`src/rtl/sevenseg_scan_ctrl_if.sv`:
```
// Bus between the application registers, the scan controller and the shared
// seven-segment driver: digit data in, driver data and digit selects out.
interface sevenseg_scan_ctrl_if #(
  parameter int DIGITS = 4
);
  logic [4*DIGITS-1:0] value;
  logic [DIGITS-1:0]   dots;
  logic                lz_suppress;
  logic [7:0]          drv_data;
  logic                drv_en;
  logic [DIGITS-1:0]   dig_sel;
  logic                frame_done;

  modport master (
    output value, dots, lz_suppress,
    input  drv_data, drv_en, dig_sel, frame_done
  );

  modport slave (
    input  value, dots, lz_suppress,
    output drv_data, drv_en, dig_sel, frame_done
  );
endinterface

```
`src/rtl/sevenseg_scan_ctrl.sv`:
```
// Time-multiplexed seven-segment scan controller: snapshots a multi-digit value
// once per frame and steps through the digits with a blanking gap between them.
module sevenseg_scan_ctrl #(
  parameter int DIGITS      = 4,
  parameter int BLANK_TICKS = 1,
  parameter int SHOW_TICKS  = 4
) (
  input  logic                 aclk,
  input  logic                 aresetn,
  input  logic                 reset,
  input  logic                 en,
  input  logic                 tick,
  sevenseg_scan_ctrl_if.slave  bus
);

  localparam int IW   = (DIGITS > 1) ? $clog2(DIGITS) : 1;
  localparam int MAXT = (BLANK_TICKS > SHOW_TICKS) ? BLANK_TICKS : SHOW_TICKS;
  localparam int CW   = (MAXT > 1) ? $clog2(MAXT) : 1;

  localparam logic [CW-1:0] BLANK_LAST = CW'(BLANK_TICKS - 1);
  localparam logic [CW-1:0] SHOW_LAST  = CW'(SHOW_TICKS - 1);
  localparam logic [IW-1:0] LAST_IDX   = IW'(DIGITS - 1);

  typedef enum logic [1:0] {
    IDLE,
    BLANK,
    SHOW
  } state_t;

  state_t              state;
  logic                en_meta;
  logic                en_s;
  logic [IW-1:0]       idx;
  logic [CW-1:0]       cnt;
  logic [4*DIGITS-1:0] snap_value;
  logic [DIGITS-1:0]   snap_dots;

  logic [7:0]          drv_data_q;
  logic                drv_en_q;
  logic [DIGITS-1:0]   dig_sel_q;
  logic                frame_done_q;

  logic [3:0]          cur_nibble;
  logic                cur_dot;
  logic [DIGITS-1:0]   cur_sel;
  logic                upper_zero;
  logic                suppress;
  logic [7:0]          cur_data;

  // A digit is a leading zero when it and every more significant digit and dot are blank.
  always_comb begin
    cur_nibble = '0;
    cur_dot    = 1'b0;
    cur_sel    = '0;
    upper_zero = 1'b1;
    for (int k = 0; k < DIGITS; k++) begin
      cur_sel[k] = (k == int'(idx));
      if (k == int'(idx)) begin
        cur_nibble = snap_value[4*k +: 4];
        cur_dot    = snap_dots[k];
      end
      if ((k >= int'(idx)) && ((snap_value[4*k +: 4] != 4'h0) || snap_dots[k])) begin
        upper_zero = 1'b0;
      end
    end
    suppress = bus.lz_suppress && (idx != '0) && upper_zero;
    cur_data = {cur_dot, 3'b000, cur_nibble};
  end

  always_ff @(posedge aclk or negedge aresetn) begin
    if (!aresetn) begin
      state        <= IDLE;
      en_meta      <= 1'b0;
      en_s         <= 1'b0;
      idx          <= '0;
      cnt          <= '0;
      snap_value   <= '0;
      snap_dots    <= '0;
      drv_data_q   <= '0;
      drv_en_q     <= 1'b0;
      dig_sel_q    <= '0;
      frame_done_q <= 1'b0;
    end else if (reset) begin
      state        <= IDLE;
      en_meta      <= 1'b0;
      en_s         <= 1'b0;
      idx          <= '0;
      cnt          <= '0;
      snap_value   <= '0;
      snap_dots    <= '0;
      drv_data_q   <= '0;
      drv_en_q     <= 1'b0;
      dig_sel_q    <= '0;
      frame_done_q <= 1'b0;
    end else begin
      en_meta      <= en;
      en_s         <= en_meta;
      frame_done_q <= 1'b0;
      // Losing enable abandons the frame immediately, even if a tick arrives on the same edge.
      if (!en_s) begin
        state      <= IDLE;
        idx        <= '0;
        cnt        <= '0;
        drv_data_q <= '0;
        drv_en_q   <= 1'b0;
        dig_sel_q  <= '0;
      end else begin
        case (state)
          IDLE: begin
            snap_value <= bus.value;
            snap_dots  <= bus.dots;
            idx        <= '0;
            cnt        <= '0;
            state      <= BLANK;
          end
          BLANK: begin
            if (tick) begin
              if (cnt == BLANK_LAST) begin
                cnt        <= '0;
                state      <= SHOW;
                drv_data_q <= cur_data;
                drv_en_q   <= !suppress;
                dig_sel_q  <= suppress ? '0 : cur_sel;
              end else begin
                cnt <= cnt + 1'b1;
              end
            end
          end
          SHOW: begin
            if (tick) begin
              if (cnt == SHOW_LAST) begin
                cnt       <= '0;
                state     <= BLANK;
                drv_en_q  <= 1'b0;
                dig_sel_q <= '0;
                // The last digit closes the frame and takes a fresh snapshot of the live inputs.
                if (idx == LAST_IDX) begin
                  idx          <= '0;
                  frame_done_q <= 1'b1;
                  snap_value   <= bus.value;
                  snap_dots    <= bus.dots;
                end else begin
                  idx <= idx + 1'b1;
                end
              end else begin
                cnt <= cnt + 1'b1;
              end
            end
          end
          default: state <= IDLE;
        endcase
      end
    end
  end

  assign bus.drv_data   = drv_data_q;
  assign bus.drv_en     = drv_en_q;
  assign bus.dig_sel    = dig_sel_q;
  assign bus.frame_done = frame_done_q;

endmodule

```
`src/flat_wrapper.sv`:
```
// flat-port wrapper written by rule: the top's interface ports become plain ports
module sevenseg_scan_ctrl_flat 
#(
  parameter int DIGITS      = 4,
  parameter int BLANK_TICKS = 1,
  parameter int SHOW_TICKS  = 4
)
  (aclk, aresetn, reset, en, tick, bus_value, bus_dots, bus_lz_suppress, bus_drv_data, bus_drv_en, bus_dig_sel, bus_frame_done);
  sevenseg_scan_ctrl_if #(.DIGITS(DIGITS)) bus_i ();
  input  logic aclk;
  input  logic aresetn;
  input  logic reset;
  input  logic en;
  input  logic tick;
  input wire logic [$bits(bus_i.value)-1:0] bus_value;
  input wire logic [$bits(bus_i.dots)-1:0] bus_dots;
  input wire logic [$bits(bus_i.lz_suppress)-1:0] bus_lz_suppress;
  output wire logic [$bits(bus_i.drv_data)-1:0] bus_drv_data;
  output wire logic [$bits(bus_i.drv_en)-1:0] bus_drv_en;
  output wire logic [$bits(bus_i.dig_sel)-1:0] bus_dig_sel;
  output wire logic [$bits(bus_i.frame_done)-1:0] bus_frame_done;
  assign bus_i.value = bus_value;
  assign bus_i.dots = bus_dots;
  assign bus_i.lz_suppress = bus_lz_suppress;
  assign bus_drv_data = bus_i.drv_data;
  assign bus_drv_en = bus_i.drv_en;
  assign bus_dig_sel = bus_i.dig_sel;
  assign bus_frame_done = bus_i.frame_done;
  sevenseg_scan_ctrl #(.DIGITS(DIGITS), .BLANK_TICKS(BLANK_TICKS), .SHOW_TICKS(SHOW_TICKS)) u_core (.aclk(aclk), .aresetn(aresetn), .reset(reset), .en(en), .tick(tick), .bus(bus_i));
endmodule
```
`config.mk`:
```
export PLATFORM = sky130hd
export DESIGN_NAME = sevenseg_scan_ctrl_flat
export DESIGN_NICKNAME = d
export VERILOG_FILES = /design/src/rtl/sevenseg_scan_ctrl_if.sv /design/src/rtl/sevenseg_scan_ctrl.sv /design/src/flat_wrapper.sv
export SDC_FILE = /design/constraint.sdc
export NUM_CORES = 1
export LEC_CHECK = 0
export ABC_AREA = 1
export ABC_CLOCK_PERIOD_IN_PS = 1800
export BUFFER_PORTS_ARGS = -buffer_cell sky130_fd_sc_hd__buf_2
export CORE_ASPECT_RATIO = 0.5
export CORE_MARGIN = 3
export CORE_UTILIZATION = 50
export CTS_CLUSTER_SIZE = 16
export DETAILED_ROUTE_END_ITERATION = 16
export PLACE_DENSITY = 0.82
export SLEW_MARGIN = 40
export SYNTH_ARGS = -nofsm -noshare
export SYNTH_HDL_FRONTEND = slang
export SYNTH_SLANG_ARGS = --single-unit
```
`constraint.sdc`:
```
create_clock -name aclk -period 1.8 [get_ports aclk]
set_clock_uncertainty 0.2 [all_clocks]
set_input_delay 0.09 -clock aclk [delete_from_list [all_inputs] [get_ports aclk]]
set_output_delay 0.09 -clock aclk [all_outputs]
set_load 0.005 [all_outputs]
```
# Word level (Yosys, flattened, before mapping)
# Index checks and enable logic that the tools add are counted.
# Widths: inputs -> output; s select.
[word_totals]
input_bits = 26
mem_count = 0
romBits = 0
elab_cells = 134
ram_bits = 0
output_inout_bits = 14
latchBits = 0
reg_bits = 42
[classes]
bitwise = 0
div_mod_pow = 0
order_cmp = 3
multipliers = 0
eq_ne = 20
reduce_logical = 26
shift = 0
addsub = 2
muxes = 72
[op_table]
columns = ["cell", "n"]
rows = [
  ["$mux 16", 5],
  ["$mux 4", 16],
  ["$mux 8", 5],
  ["$mux 2", 17],
  ["$pmux 16 s2", 1],
  ["$ne 4x4->1 const B", 6],
  ["$mux 1", 22],
  ["$pmux 4 s2", 2],
  ["$reduce_bool 4->1", 4],
  ["$ne 3x3->1 const B", 4],
  ["$pmux 2 s3", 2],
  ["$reduce_and 5->1", 2],
  ["$reduce_and 3->1", 3],
  ["$eq 2x2->1 const B", 3],
  ["$logic_not 2->1", 3],
  ["$ne 3x2->1 const B", 2],
  ["$logic_and 1x1->1", 5],
  ["$ne 5x5->1 const B", 1],
  ["$add 2x1->2 const B", 2],
  ["$eq 2x2->1 const A", 2],
  ["$ge 1x2->1 const A", 2],
  ["$logic_or 1x1->1", 4],
  ["$pmux 2 s2", 1],
  ["$reduce_and 4->1", 1],
  ["7 further kinds", 8],
]

# Longest topological paths before layout
[depth]
word_depth = 14
ltp_mapped = 11
ltp_nobuf = 10

# Least setup slack after synthesis
# OpenSTA, ideal clock, no wires.
[synth_path]
path_type = "register to register"
start = "register u_core.state[0]"
end = "register u_core.snap_dots[3]"
arrival_ns = 1.343
stages_incl_launch_ff = 11
synth_period_minus_slack_ns = 1.661
slack_ns = 0.139
cell_sequence = "dfrtp_1 -> inv_1 -> ha_1 -> inv_2 -> nand2_2 -> inv_2 -> nor2_4 -> nand2_4 -> nand2_4 -> buf_6 -> o21ai_2"
[synth_via]
elab_chain_cells = 4
elab_cells_between_ends = 10
classes_between = "eq/ne: 4; mux: 3; reduce/logical: 3"
[synth_rtl]
columns = ["item", "line", "source"]
rows = [
  ["start: declaration", "sevenseg_scan_ctrl.sv:30", "state_t state;"],
  ["start signal: assignment", "sevenseg_scan_ctrl.sv:72", "state <= IDLE;"],
  ["start signal: assignment", "sevenseg_scan_ctrl.sv:84", "state <= IDLE;"],
  ["start signal: assignment", "sevenseg_scan_ctrl.sv:101", "state <= IDLE;"],
  ["$eq 2x2->1 or $logic_not 2->1 (tied branches)", "sevenseg_scan_ctrl.sv:108", "case (state)"],
  ["$pmux 4 s2", "sevenseg_scan_ctrl.sv:108", ""],
  ["$mux 4", "sevenseg_scan_ctrl.sv:100", "if (!en_s) begin"],
  ["$mux 4", "sevenseg_scan_ctrl.sv:83", "end else if (reset) begin"],
  ["end signal: assignment", "sevenseg_scan_ctrl.sv:111", "snap_dots <= bus.dots;"],
  ["end signal: assignment", "sevenseg_scan_ctrl.sv:141", "snap_dots <= bus.dots;"],
  ["end: declaration", "sevenseg_scan_ctrl.sv:36", "logic [DIGITS-1:0] snap_dots;"],
]
# Parallel ways exist; a longest one is shown, timed or not. The select of a mux whose other input is x is not followed.
# A chain may end at the register's enable or synchronous reset.

# Worst setup path after layout
[layout_path]
start = "register u_core.state[1]"
end = "register u_core.snap_value[15]"
[layout_via]
elab_chain_cells = 4
elab_cells_between_ends = 10
classes_between = "eq/ne: 4; mux: 3; reduce/logical: 3"
[layout_rtl]
columns = ["item", "line", "source"]
rows = [
  ["$eq 2x2->1 or $logic_not 2->1 (tied branches)", "sevenseg_scan_ctrl.sv:108", ""],
  ["$pmux 16 s2", "sevenseg_scan_ctrl.sv:108", ""],
  ["$mux 16", "sevenseg_scan_ctrl.sv:100", ""],
  ["$mux 16", "sevenseg_scan_ctrl.sv:83", ""],
  ["end signal: assignment", "sevenseg_scan_ctrl.sv:110", "snap_value <= bus.value;"],
  ["end signal: assignment", "sevenseg_scan_ctrl.sv:140", "snap_value <= bus.value;"],
  ["end: declaration", "sevenseg_scan_ctrl.sv:35", "logic [4*DIGITS-1:0] snap_value;"],
]
# Parallel ways exist; a longest one is shown, timed or not. The select of a mux whose other input is x is not followed.

==> summary.txt <==
STA
  – RSZ-0062 raised after global routing: true
  – Count of final setup violators: 0
  – Final Hold Viols: 0
  – Fin crit share: 94.97%
  – Fmax: 585.0 MHz
  – Slew Viols, Final: 0
  – Final min period: 1710 ps

Logic synthesis
  – Main combinational cell family by area after synthesis: simple AND/OR/NAND/NOR gates
  – Synth Instances: 269
  – Compound-cell area share of the yosys netlist: 11.63%
  – Post-synthesis adder-cell area fraction: 6.708%
  – Mean area per synthesized cell: 8.321 um2
  – Multiplexer share of the synthesized area: 0%
  – Xor and xnor area share after synthesis: 0%
  – #FFs+latches synth: 39
  – Synth Warn #: 0
  – Synth cell types: 30
  – Simple-gate share of the synthesized area: 27.11%
  – Seq/Total Area, Yosys: 43.60%
  – Cell Area, Synth: 2238 um2

Clock network
  – CTS sink cnt: 39
  – CTS clock-pin slew for the worst setup and hold paths: 80 ps
  – Clk Tree Root Cell: clkbuf_8
  – CTS H-tree depth: 2
  – CTS tree: yes
  – TritonCTS Buffers: 5
  – Later-pin clock latency in the skew report: 300 ps
  – CTS max path bufs: 2

Job
  – Max Cap Viol: 0

Final layout
  – Commonest non-fill, non-tap cells in the layout: nand2_1, dfrtp_1, buf_2, inv_1, nand3_1
  – P&R area growth vs syn: 27.45%
  – Layout cells sized above 1: 25.82%
  – Most common cell after layout, fill and taps aside: nand2_1
  – Final Util: 69.51%
  – Nets: 374
  – Ant. Diodes: 0
  – Finished Layout Cells: 391

Power
  – Lkg Pwr: 1.456 nW
  – Tot Pwr: 1.871 mW
  – PwrDens: 655.8 nW/um2
  – Peak VDD IR: 0.2980 mV

Floorplanning
  – Num rows: 16
  – Die height: 53.31 um
  – Initial Util: 54.54%
  – I/O pin count: 40
  – Die span in x: 100.6 um
  – CORE AREA: 4104 um2
  – Die area: 5364 um2

Routing
  – Total number of vias: 2,006
  – Drt first pass iters: 4
  – WL per Instance: 13.62 um
  – Aggregate routed wire length: 5.326 mm
  – Vias per cell: 5.130
  – ANT nets after route: 0
  – Post-route DRC: 0
  – Initial DRC Count: 106

Critical path
  – CP Max Fanout: 20
  – Startpoint Class: flip-flop
  – Critical Path AT: 1740 ps
  – Critical Setup Path Class: reg2reg
  – Crit. End Element: flip-flop
  – Worst path required time: 1830 ps

GRT
  – First-pass GRT wire length: 8.694 mm
  – Remaining Overflow, GRT: 0
  – Total track usage: 21.12%
  – Number of global-route vias before repair: 1,992
  – Largest net degree at the start of global routing: 24
  – Initial antenna violation count: 0

Placed design
  – Detail Placement HPWL: 3.667 mm
  – RD Place Congestion: 0.9150
  – DP Cell Count: 356
  – Port bufs: 36

Status
  – Outcome: finished, final reports clean

Hold path
  – HP Class: in2async
==> through the flow <==
| step | setup TNS (ps) | hold WS [ps] | worst slack, ps | cell area (um2) |
|---|---|---|---|---|
| after floorplan | 0 | -405.6 | 138.5 | 2246 |
| after global placement | 0 | -147.6 | 121.0 | 2445 |
| after detailed placement | 0 | -140.2 | 55.52 | 2445 |
| after CTS | 0 | 67.53 | 42.13 | 2808 |
| after global routing | -164.0 | 99.34 | -39.62 | 2853 |
| final | 0 | 61.49 | 90.46 | 2853 |
==> critical path, cell delays in order, from the launching register on <==
cell     delay [ps]
dfrtp_1         410
inv_1           110
ha_1            190
inv_1            60
nand2_2          70
inv_2            50
nor2_4           90
nand2_4         120
inv_8           150
nand3_1         100
o21ai_1          90
==> cell families (layout without fill, tap and decap cells) <==
kind of cell | after synthesis | after routing
simple gates | 130 | 130
buf+inv | 46 | 112
compound gates | 41 | 41
flops | 39 | 39
fa+ha+maj | 12 | 12
other cells | 1 | 3
==> cell type report <==
class / count / area (um2)
Clock buffer: 5 / 68.82
Multi-Input combinational cell: 186 / 1050
Inverter: 36 / 150.1
Sequential cell: 39 / 977.2
Tap cell: 54 / 67.56
Timing Repair Buffer: 68 / 495.5
Fill cell: 291 / 1251
Clock inverter: 3 / 43.79
==> power breakdown <==
group | switching (mW) | internal [mW] | total [mW]
clock | 0.337 | 0.413 | 0.750
combinational | 0.119 | 0.0953 | 0.214
sequential | 0.0120 | 0.895 | 0.907
==> flip-flops by register name, indices dropped and copies added (netlist names) <==
name	cells
u_core.state	2
u_core.bus.drv_data	5
u_core.snap_value	16
u_core.idx	2
u_core.en_meta	1
u_core.bus.drv_en	1
u_core.bus.dig_sel	4
u_core.bus.frame_done	1
u_core.cnt	2
u_core.snap_dots	4
u_core.en_s	1
==> synthesized netlist by cell type <==
cell type | number | share of area, %
nand2_1 | 57 | 9.6
dfrtp_1 | 39 | 44
inv_1 | 31 | 5.2
nand3_1 | 30 | 6.7
nor2_1 | 23 | 3.9
a21oi_1 | 13 | 2.9
o21ai_2 | 13 | 5.1
ha_1 | 12 | 6.7
o21ai_1 | 6 | 1.3
o22ai_1 | 5 | 1.4
buf_4 | 4 | 1.3
buf_6 | 4 | 2.0
o21ai_0 | 4 | 0.89
inv_2 | 3 | 0.50
nor2_2 | 3 | 0.84
nor2_4 | 3 | 1.5
nand2_2 | 2 | 0.56
nand2_4 | 2 | 1.0
nand3_2 | 2 | 0.89
nand4_1 | 2 | 0.56
nor3_1 | 2 | 0.45
buf_12 | 1 | 0.89
clkbuf_1 | 1 | 0.17
conb_1 | 1 | 0.17
inv_4 | 1 | 0.28
inv_6 | 1 | 0.39
nand3b_1 | 1 | 0.34
nor2b_1 | 1 | 0.28
nor4_1 | 1 | 0.28
or2_1 | 1 | 0.28
==> routing by layer <==
layer | track usage, % | wire, um | up-vias
li1 | - | - | 994
met2 | 38.13 | 2646 | 48
met5 | 0 | 0 | -
met3 | 4.605 | 254 | 9
met1 | 24.69 | 2331 | 955
met4 | 8.725 | 94 | 0
==> worst paths after layout <==
check | endpoint | start | cells past startpoint | slack, ps
max | u_core.snap_value[15] | u_core.state[1] | 10 | 90
min | u_core.snap_value[12] | aresetn | 2 | 60
max reg2reg | u_core.snap_value[15] | u_core.state[1] | 10 | 90
min reg2reg | u_core.en_s | u_core.en_meta | 2 | 260
max in group asynchronous | u_core.snap_value[8] | aresetn | 3 | 870
min in group aclk | u_core.bus.drv_en | bus_lz_suppress | 8 | 180
==> timing repair <==
action,CTS,global route
hold endpoints to repair,62,0
endpoints found under the setup margin,0,30
hold buffers,25,0
buffers inserted,0,2
resized for setup,0,10
(Power assumes the default switching activity.)
